<file path="config.mk">
export PLATFORM = sky130hd
export DESIGN_NAME = fifo_victim_ctrl_flat
export DESIGN_NICKNAME = d
export VERILOG_FILES = /design/src/rtl/fifo_victim_ctrl_pkg.sv /design/src/rtl/fifo_victim_ctrl_if.sv /design/src/rtl/fifo_victim_pick.sv /design/src/rtl/fifo_victim_ctrl.sv /design/src/flat_wrapper.sv
export SDC_FILE = /design/constraint.sdc
export NUM_CORES = 1
export LEC_CHECK = 0
export ABC_AREA = 1
export ABC_CLOCK_PERIOD_IN_PS = 9100
export BUFFER_PORTS_ARGS = -buffer_cell sky130_fd_sc_hd__clkbuf_2
export CAP_MARGIN = 25
export CORE_MARGIN = 2
export CORE_UTILIZATION = 40
export CTS_BUF_LIST = sky130_fd_sc_hd__clkbuf_16
export DETAILED_ROUTE_END_ITERATION = 10
export GPL_ROUTABILITY_DRIVEN = 0
export PLACE_DENSITY = 0.56
export SLEW_MARGIN = 20
export SYNTH_ARGS = -nofsm -noshare
export SYNTH_HDL_FRONTEND = slang
export SYNTH_SLANG_ARGS = --single-unit
</file>
<file path="constraint.sdc">
create_clock -name clk -period 9.1 [get_ports clk]
set_input_delay 0.455 -clock clk [delete_from_list [all_inputs] [get_ports clk]]
set_output_delay 0.455 -clock clk [all_outputs]
set_load 0.1 [all_outputs]
</file>
<file path="src/rtl/fifo_victim_ctrl_pkg.sv">
// ---------------------------------------------------------------------------
// fifo_ctrl_pkg
// Shared definitions for the set replacement controller:
//   ST_IDLE / ST_BUSY : allocation FSM state encoding
//   clog2()           : way-index width helper (minimum result 1)
// ---------------------------------------------------------------------------
package fifo_ctrl_pkg;

   localparam logic [0:0] ST_IDLE = 1'b0;
   localparam logic [0:0] ST_BUSY = 1'b1;

   function automatic int clog2(input int n);
      int r;
      int v;
      r = 0;
      v = n - 1;
      while (v > 0) begin
         r = r + 1;
         v = v >> 1;
      end
      return (r == 0) ? 1 : r;
   endfunction

endpackage

</file>
<file path="src/rtl/fifo_victim_ctrl_if.sv">
// ---------------------------------------------------------------------------
// fifo_victim_ctrl_if
// Miss-handler <-> replacement-controller handshake bundle.
//   alloc_req, fill_done, flush, hit_valid, hit_way  : miss handler -> ctrl
//   alloc_gnt, victim_way, victim_was_valid,
//   busy, all_valid                                  : ctrl -> miss handler
// Modports: master = miss handler side, slave = controller side.
// ---------------------------------------------------------------------------
interface fifo_victim_ctrl_if
   import fifo_ctrl_pkg::*;
#(
   parameter int NUM_WAYS = 4
);
   localparam int WAY_W = clog2(NUM_WAYS);

   logic             alloc_req;
   logic             fill_done;
   logic             flush;
   logic             hit_valid;
   logic [WAY_W-1:0] hit_way;
   logic             alloc_gnt;
   logic [WAY_W-1:0] victim_way;
   logic             victim_was_valid;
   logic             busy;
   logic             all_valid;

   modport master (
      output alloc_req, fill_done, flush, hit_valid, hit_way,
      input  alloc_gnt, victim_way, victim_was_valid, busy, all_valid
   );

   modport slave (
      input  alloc_req, fill_done, flush, hit_valid, hit_way,
      output alloc_gnt, victim_way, victim_was_valid, busy, all_valid
   );

endinterface

</file>
<file path="src/rtl/fifo_victim_pick.sv">
// ---------------------------------------------------------------------------
// fifo_victim_pick
// Combinational victim selection over one set.
//   valid[NUM_WAYS]  in  : per-way valid bits
//   age[NUM_WAYS]    in  : per-way age counters
//   way              out : lowest-index invalid way, else oldest way
//                          (ties resolved to the lowest index)
//   way_valid        out : selected way currently holds valid data
// ---------------------------------------------------------------------------
module fifo_victim_pick
   import fifo_ctrl_pkg::*;
#(
   parameter  int NUM_WAYS = 4,
   parameter  int AGE_W    = 8,
   localparam int WAY_W    = clog2(NUM_WAYS)
) (
   input  logic [NUM_WAYS-1:0] valid,
   input  logic [AGE_W-1:0]    age [NUM_WAYS],
   output logic [WAY_W-1:0]    way,
   output logic                way_valid
);

   logic             inv_found;
   logic [WAY_W-1:0] inv_idx;
   logic [WAY_W-1:0] max_idx;
   logic [AGE_W-1:0] max_age;

   always_comb begin
      inv_found = 1'b0;
      inv_idx   = '0;
      // Scan downwards so the last hit is the lowest-index invalid way.
      for (int i = NUM_WAYS - 1; i >= 0; i--) begin
         if (!valid[i]) begin
            inv_found = 1'b1;
            inv_idx   = WAY_W'(i);
         end
      end

      max_idx = '0;
      max_age = age[0];
      // Strict compare keeps the lowest index on equal ages.
      for (int i = 1; i < NUM_WAYS; i++) begin
         if (age[i] > max_age) begin
            max_age = age[i];
            max_idx = WAY_W'(i);
         end
      end

      if (inv_found) begin
         way       = inv_idx;
         way_valid = 1'b0;
      end else begin
         way       = max_idx;
         way_valid = 1'b1;
      end
   end

endmodule

</file>
<file path="src/rtl/fifo_victim_ctrl.sv">
// ---------------------------------------------------------------------------
// fifo_victim_ctrl
// Replacement controller for one cache set of NUM_WAYS ways. Keeps a valid
// bit and a saturating age counter per way, hands out a victim on request
// and holds it until the fill engine reports completion.
//   clk    in : clock, rising edge
//   rst_n  in : asynchronous active-low reset
//   bus       : fifo_victim_ctrl_if.slave
//               alloc_req/fill_done/flush/hit_valid/hit_way in,
//               alloc_gnt/victim_way/victim_was_valid/busy/all_valid out
// Build option: define LRU_TOUCH_EN to let lookup hits reset a way's age
// (LRU order); without it hit_valid/hit_way are ignored (pure FIFO order).
// ---------------------------------------------------------------------------
module fifo_victim_ctrl
   import fifo_ctrl_pkg::*;
#(
   parameter int NUM_WAYS = 4,
   parameter int AGE_W    = 8
) (
   input logic               clk,
   input logic               rst_n,
   fifo_victim_ctrl_if.slave bus
);

   localparam int WAY_W = clog2(NUM_WAYS);

   function automatic logic [AGE_W-1:0] sat_inc(input logic [AGE_W-1:0] a);
      return (a == '1) ? a : a + AGE_W'(1);
   endfunction

   logic [0:0]          state;
   logic [NUM_WAYS-1:0] valid;
   logic [AGE_W-1:0]    age [NUM_WAYS];
   logic                gnt_r;
   logic [WAY_W-1:0]    victim_way_r;
   logic                victim_was_valid_r;
   logic                all_valid_r;

   logic [WAY_W-1:0]    pick_way;
   logic                pick_valid;
   logic                touch;

   fifo_victim_pick #(
      .NUM_WAYS (NUM_WAYS),
      .AGE_W    (AGE_W)
   ) u_pick (
      .valid     (valid),
      .age       (age),
      .way       (pick_way),
      .way_valid (pick_valid)
   );

`ifdef LRU_TOUCH_EN
   // A hit refreshes a valid way, except the victim being refilled.
   always_comb begin
      touch = 1'b0;
      if (bus.hit_valid && (int'(bus.hit_way) < NUM_WAYS)) begin
         touch = valid[bus.hit_way] &&
                 !((state == ST_BUSY) && (bus.hit_way == victim_way_r));
      end
   end
`else
   logic unused_hit;
   assign unused_hit = ^{bus.hit_valid, bus.hit_way};
   assign touch      = 1'b0;
`endif

   always_ff @(posedge clk or negedge rst_n) begin
      if (!rst_n) begin
         state              <= ST_IDLE;
         valid              <= '0;
         for (int i = 0; i < NUM_WAYS; i++) age[i] <= '0;
         gnt_r              <= 1'b0;
         victim_way_r       <= '0;
         victim_was_valid_r <= 1'b0;
         all_valid_r        <= 1'b0;
      end else begin
         gnt_r       <= 1'b0;
         all_valid_r <= &valid;

         for (int i = 0; i < NUM_WAYS; i++) begin
            if (valid[i]) age[i] <= sat_inc(age[i]);
         end

         if (touch) age[bus.hit_way] <= '0;

         if (state == ST_IDLE) begin
            if (bus.alloc_req) begin
               victim_way_r       <= pick_way;
               victim_was_valid_r <= pick_valid;
               gnt_r              <= 1'b1;
               state              <= ST_BUSY;
            end
         end else begin
            if (bus.fill_done) begin
               valid[victim_way_r] <= 1'b1;
               age[victim_way_r]   <= '0;
               state               <= ST_IDLE;
            end
         end

         // Flush wins over everything above, including a same-edge fill.
         if (bus.flush) begin
            state              <= ST_IDLE;
            valid              <= '0;
            for (int i = 0; i < NUM_WAYS; i++) age[i] <= '0;
            gnt_r              <= 1'b0;
            victim_way_r       <= '0;
            victim_was_valid_r <= 1'b0;
            all_valid_r        <= 1'b0;
         end
      end
   end

   assign bus.alloc_gnt        = gnt_r;
   assign bus.victim_way       = victim_way_r;
   assign bus.victim_was_valid = victim_was_valid_r;
   assign bus.busy             = (state == ST_BUSY);
   assign bus.all_valid        = all_valid_r;

endmodule

</file>
<file path="src/flat_wrapper.sv">
// flat-port wrapper written by rule: the top's interface ports become plain ports
module fifo_victim_ctrl_flat import fifo_ctrl_pkg::*;
#(
   parameter int NUM_WAYS = 4,
   parameter int AGE_W    = 8
)
  (clk, rst_n, bus_alloc_req, bus_fill_done, bus_flush, bus_hit_valid, bus_hit_way, bus_alloc_gnt, bus_victim_way, bus_victim_was_valid, bus_busy, bus_all_valid);
  fifo_victim_ctrl_if #(.NUM_WAYS(NUM_WAYS)) bus_i ();
  input logic clk;
  input logic rst_n;
  input wire logic [$bits(bus_i.alloc_req)-1:0] bus_alloc_req;
  input wire logic [$bits(bus_i.fill_done)-1:0] bus_fill_done;
  input wire logic [$bits(bus_i.flush)-1:0] bus_flush;
  input wire logic [$bits(bus_i.hit_valid)-1:0] bus_hit_valid;
  input wire logic [$bits(bus_i.hit_way)-1:0] bus_hit_way;
  output wire logic [$bits(bus_i.alloc_gnt)-1:0] bus_alloc_gnt;
  output wire logic [$bits(bus_i.victim_way)-1:0] bus_victim_way;
  output wire logic [$bits(bus_i.victim_was_valid)-1:0] bus_victim_was_valid;
  output wire logic [$bits(bus_i.busy)-1:0] bus_busy;
  output wire logic [$bits(bus_i.all_valid)-1:0] bus_all_valid;
  assign bus_i.alloc_req = bus_alloc_req;
  assign bus_i.fill_done = bus_fill_done;
  assign bus_i.flush = bus_flush;
  assign bus_i.hit_valid = bus_hit_valid;
  assign bus_i.hit_way = bus_hit_way;
  assign bus_alloc_gnt = bus_i.alloc_gnt;
  assign bus_victim_way = bus_i.victim_way;
  assign bus_victim_was_valid = bus_i.victim_was_valid;
  assign bus_busy = bus_i.busy;
  assign bus_all_valid = bus_i.all_valid;
  fifo_victim_ctrl #(.NUM_WAYS(NUM_WAYS), .AGE_W(AGE_W)) u_core (.clk(clk), .rst_n(rst_n), .bus(bus_i));
endmodule
</file>
Word level (Yosys, flattened, before mapping)
Index checks and enable logic that the tools add are counted.
{"block": "totals", "ff_bits": 42, "inputBits": 8, "output_inout_bits": 6, "elab_cells": 84}
{"block": "op_classes", "add_sub_neg": 4, "magnitude_cmp": 7, "n_eq_ne": 5, "n_mux": 46, "bitwise": 4, "reduce_logical": 8}
{"operator": "$mux 32", "count": 3}
{"operator": "$mux 8", "count": 11}
{"operator": "$add 8x1->8 const B", "count": 4}
{"operator": "$and 32x32->32", "count": 1}
{"operator": "$eq 8x8->1 const B", "count": 4}
{"operator": "$not 32->32", "count": 1}
{"operator": "$gt 8x8->1", "count": 3}
{"operator": "$mux 2", "count": 10}
{"operator": "$mux 1", "count": 17}
{"operator": "$demux 8 s2", "count": 1}
{"operator": "$mux 4", "count": 3}
{"operator": "$reduce_bool 2->1", "count": 3}
{"operator": "$or 4x4->4", "count": 1}
{"operator": "$reduce_and 2->1", "count": 2}
{"operator": "$reduce_and 4->1", "count": 1}
{"operator": "$ge 3x3->1 const B", "count": 1}
{"operator": "$lt 2x3->1 const B", "count": 1}
{"operator": "$lt 3x1->1 const B", "count": 1}
{"operator": "$not 2->3", "count": 1}
{"operator": "$demux 1 s2", "count": 1}
{"operator": "$ge 2x1->1 const B", "count": 1}
{"operator": "$logic_and 1x1->1", "count": 2}
{"operator": "$ne 2x2->1 const B", "count": 1}

Longest topological paths before layout
{"block": "logic_depth", "word_depth": 10, "ltp_mapped": 36}

By module
A second synthesis with hierarchy kept.
{"block": "hier_totals", "cells_unflattened": 471, "area_unflattened_um2": 3289.4}
{"mod": "fifo_victim_ctrl", "instances": 1, "cells_each": 318, "area_each_um2": 2388.5}
{"mod": "fifo_victim_pick", "instances": 1, "cells_each": 153, "area_each_um2": 900.9}

Least setup slack after synthesis
Ideal clock, no wire load.
{"block": "synth_timing", "path_kind": "register to register", "start": "register u_core.age[29] in the netlist's numbering", "end": "register u_core.victim_way_r[0], in the netlist u_core.bus.victim_way[0]", "setup_ns": 0.120, "arrival_time_ns": 3.351, "required_time_ns": 8.980, "setup_slack_ns": 5.629, "stages_incl_launch_ff": 28, "period_less_slack_ns": 3.471, "path_cell_list": "dfrtp_1 > inv_1 > ha_1 > a21oi_1 > nor2_1 > nor2_1 > nand2_1 > nand2_1 > nand2_1 > and2_1 > ha_1 > a21oi_1 > o21a_1 > nand2_1 > nand2_1 > buf_2 > inv_2 > nand2_1 > nand2_1 > ha_1 > a21oi_1 > nor2_1 > nor2_1 > nand2_1 > a21oi_1 > nand2_1 > nand2_1 > nand2_1"}
{"block": "synth_via", "elab_chain_len": 10, "word_cells_on_any_way": 12, "cone_classes": "order compare: 3; mux: 9"}
{"element": "start, declared", "line": "fifo_victim_ctrl.sv:33", "text": "logic [AGE_W-1:0] age [NUM_WAYS];"}
{"element": "start signal, assigned by index", "line": "fifo_victim_ctrl.sv:82", "text": "if (valid[i]) age[i] <= sat_inc(age[i]);"}
{"element": "$gt 8x8->1", "line": "fifo_victim_pick.sv:43", "text": "if (age[i] > max_age) begin"}
{"element": "$mux 8", "line": "fifo_victim_pick.sv:43"}
{"element": "$gt 8x8->1", "line": "fifo_victim_pick.sv:43"}
{"element": "$mux 8", "line": "fifo_victim_pick.sv:43"}
{"element": "$gt 8x8->1", "line": "fifo_victim_pick.sv:43"}
{"element": "$mux 2 *", "line": "fifo_victim_pick.sv:43"}
{"element": "$mux 2 *", "line": "fifo_victim_pick.sv:49", "text": "if (inv_found) begin"}
{"element": "$mux 2 *", "line": "fifo_victim_ctrl.sv:88", "text": "if (bus.alloc_req) begin"}
{"element": "$mux 2 *", "line": "fifo_victim_ctrl.sv:87", "text": "if (state == ST_IDLE) begin"}
{"element": "$mux 2 *", "line": "fifo_victim_ctrl.sv:103", "text": "if (bus.flush) begin"}
{"element": "end signal, assigned", "line": "fifo_victim_ctrl.sv:89", "text": "victim_way_r <= pick_way;"}
{"element": "end, declared", "line": "fifo_victim_ctrl.sv:35", "text": "logic [WAY_W-1:0] victim_way_r;"}
Every way passes the cells marked *; elsewhere a longest branch is shown, timed or not. The select of a mux whose other input is x is not followed.
A chain may end at the register's enable or synchronous reset.

Worst setup path after layout
Same ends and word-level chain as after synthesis.

==> results.md <==
- Status: finished clean
- Setup TNS Final: 0 ns
- Initial DRC count: 100
- Wire length on met2: 2.851 mm
- Final hold vios: 0
- RSZ-0062 raised after global routing: no
- Commonest cells after routing, fill and taps aside: 110 x nand2_1, 43 x inv_1, 42 x dfrtp_1
- Worst path cell trace: inv_1, ha_1, nand2_1, nor2_1, nand2_1, a21boi_2, nand2_1, and2_1, ha_1, a21oi_1, o21a_1, nand2_1, nand2_1, inv_2, nand2_1, nand2_1, ha_1, nand2_1, nor2_1, nand4_1, a21oi_1, nand2_1, nand2_1, nand2_1
- Clk_skew: 0.007965 ns
- Fillers: ~770
- Vias per cell: 4.921
- Number of synthesized flops with an enable pin: 0
- Wire length on met3: 156 um
- Startpoint Class: register
- Die X: ~90 um
- Critical path buffers and inverters: 2
- H-tree depth: 2
- Chip height: approximately 90 um
- Pleak: roughly 1.6 nW
- Met1 wire length: 3.395 mm
- Ports: 14
- Commonest non-fill, non-tap cell in the layout: nand2_1
- Row cnt: 31
- R2R Path End: u_core.bus.victim_way[0]
- Part of the power in the clock network: 38.3%
- Initial Util: 41.24%
- DRT Pass-1 Iters: 4
- Combinational group share of total power: 21.5%
- Post-Syn Instances: between 400 and 500
- Synth cell types: 38
- Layout Nets: roughly 450
- Synthesis-stage register bit count: 42
- # resized after CTS: 0
- DR DRC count: 0
- PnR Total Power: 0.0004770 W
- Syn nets: between 400 and 500
- Max Root-Sink Buffers: 2
- Latest clock arrival within the worst-skew pair: 0.29 ns
- N_diodes: 0
- R2r setup slk: 4.96 ns
- MaxCap Viol Count: 0
- Pint: 0.0003238 W
- Pwr per Cell Area: 144.8 mW/mm2
- Remaining antenna violation count: 0
- Post-Route Utilization: a little under half
- Critical Path Max Stage Delay: 0.43 ns
- Tot GR Track Use: around 18%
- Area delta synth->final: 10.72%
- Synth Area per Inst: 7.420 um2
- CP endpoint kind: register
- Final critical-path share of the clock period: 45.50%
- Vias: 2539
- Global-route wire length before repair: 11.55 mm
- Wire per inst: 12.62 um
- Crit path max-delay cell type: dfrtp_1
- Worst reg2reg path depth: 24
- Core Region: 0.007214 mm2
- Layout cells sized above 1: 9.832%
- Root Driver: clkbuf_16
- Clock-pin slew on the worst setup and hold paths: 0.07 ns
- Post-CTS repair timing setup buffer count: 0
- Hpwl dp: 5.003 mm
- Overflow after GRT: 0
- Max layer used: met4
- FMAX: 0.2415 GHz
- Netlist Area Pre-Place: between 0.002 and 0.003 mm2
- Clk sink count: 42
- PortBufs: 10
- WP data required: 9.29 ns
- CTS tree: built
- Hold Path Class: in2async
- Largest net degree at the start of global routing: 43
- NetSw: 0.0001532 W
- DIE AREA: between 0.008 and 0.009 mm2
- R2r startpoint: u_core.age[29]
- Peak supply drop: roughly 84 uV
- Final setup viols: 0
- Slew Viols, Final: 0
- Min Hold Slack: 0.2355 ns
- Min cycle time layout: 4.140 ns
- Crit Path Category: reg2reg
- Switch share: 32.11%
- CP max FO: 13
- TritonCTS Buffers: 5
- Async set or reset register ratio after synthesis: 100.0%
- Seq pwr share: 40.2%
- Max_slew headroom: 62.99%
- Critical Path AT: 4.33 ns
- Worst-Margin Slew: 0.5551 ns
- Antenna violations before repair: 0
- Drt total wl: between 6 and 7 mm
- Register area share after synthesis: about a third
- Vias in the first global route: ~2.3k
- Most used DFF post-synth: dfrtp_1
- CP dominant cell by count: nand2_1
- Cts hold-fix bufs: 0
- Synth warn: 0
- Top delay family on crit path: simple AND/OR/NAND/NOR gates
cells in the mapped netlist (all sizes together), types with 3 or more instances:
cell   instances  area share (%)
a21oi         26             4.8
and2           8             1.7
dfrtp         42              35
ha            28              12
inv           49             6.3
nand2        114              15
nand3         34             6.1
nand4          7             1.7
nor2          43             5.8
nor3           5             1.4
o21ai         15             2.5
or2            3            0.63
xnor2          5             1.5
xor2           9             2.6
through the flow:
step | instances | cell area (um2) | setup WS (ns)
CTS | 516 | 3294 | 4.975
finish | 516 | 3294 | 4.960
detailed placement | 508 | 3144 | 4.995
floorplan | 401 | 2975 | 5.629
global placement | 508 | 3144 | 5.004
global route | 516 | 3294 | 4.453
state kept, by name, indices dropped and copies added, names as in the netlist:
signal	count
u_core.bus.all_valid	1
u_core.bus.alloc_gnt	1
u_core.bus.busy	1
u_core.age	32
u_core.valid	4
u_core.bus.victim_way	2
u_core.bus.victim_was_valid	1
layout make-up:
| type | count | area (um2) | share of cell area [%] |
|---|---|---|---|
| Multi-Input combinational cell | 307 | 1725 | 52.37 |
| Clock inverter | 3 | 25.02 | 0.7596 |
| Clock buffer | 5 | 125.1 | 3.798 |
| Tap cell | 99 | 123.9 | 3.760 |
| Timing Repair Buffer | 11 | 57.56 | 1.747 |
| Inverter | 49 | 186.4 | 5.659 |
| Sequential cell | 42 | 1051 | 31.90 |
cells by family (layout without fill, tap and decap cells):
family | after synthesis | in the layout | synth area share (%)
xor gates and xnor gates | 14 | 14 | 4.121
AOI/OAI and AO/OA | 50 | 50 | 9.714
buffers and inverters | 52 | 68 | 6.686
DFF | 42 | 42 | 35.32
and+or+nand+nor | 215 | 215 | 32.38
adders and majority gates | 28 | 28 | 11.77
worst reg2reg max path, delay by kind of cell, from the launching register on:
kind / cells / cell delay (ns)
compound gates: 4 / 0.87
fa+ha+maj: 3 / 0.88
buf+inv: 2 / 0.26
flops: 1 / 0.43
simple gates: 15 / 1.62
power by group through the flow:
stage          Combinational [W]  Clock (W)  Sequential (W)
4_1_cts                 0.000103   0.000190        0.000192
3_3_place_gp            0.000101          0        0.000195
5_1_grt                 0.000118   0.000198        0.000192
2_1_floorplan          0.0000713          0        0.000200
6_report                0.000102   0.000183        0.000192
3_5_place_dp            0.000102          0        0.000195
how the worst max path moves through the flow:
stage,start,end,slack (ns),cells after the start
after global routing,u_core.age[31],u_core.bus.victim_way[0],4.45,28
after CTS,u_core.age[29],u_core.bus.victim_way[0],4.98,25
after detailed placement,u_core.age[29],u_core.bus.victim_way[0],5.00,29
final,u_core.age[29],u_core.bus.victim_way[0],4.96,24
after floorplan,u_core.age[29],u_core.bus.victim_way[0],5.63,27
after global placement,u_core.age[30],u_core.bus.victim_way[0],5.00,24
routing by layer:
layer / up-vias / global-route usage (%)
met4: 0 / 5.769
met5: - / 0
li1: 1333 / -
met2: 29 / 26.44
met1: 1168 / 25.31
met3: 9 / 3.604
(Power assumes the default switching activity.)
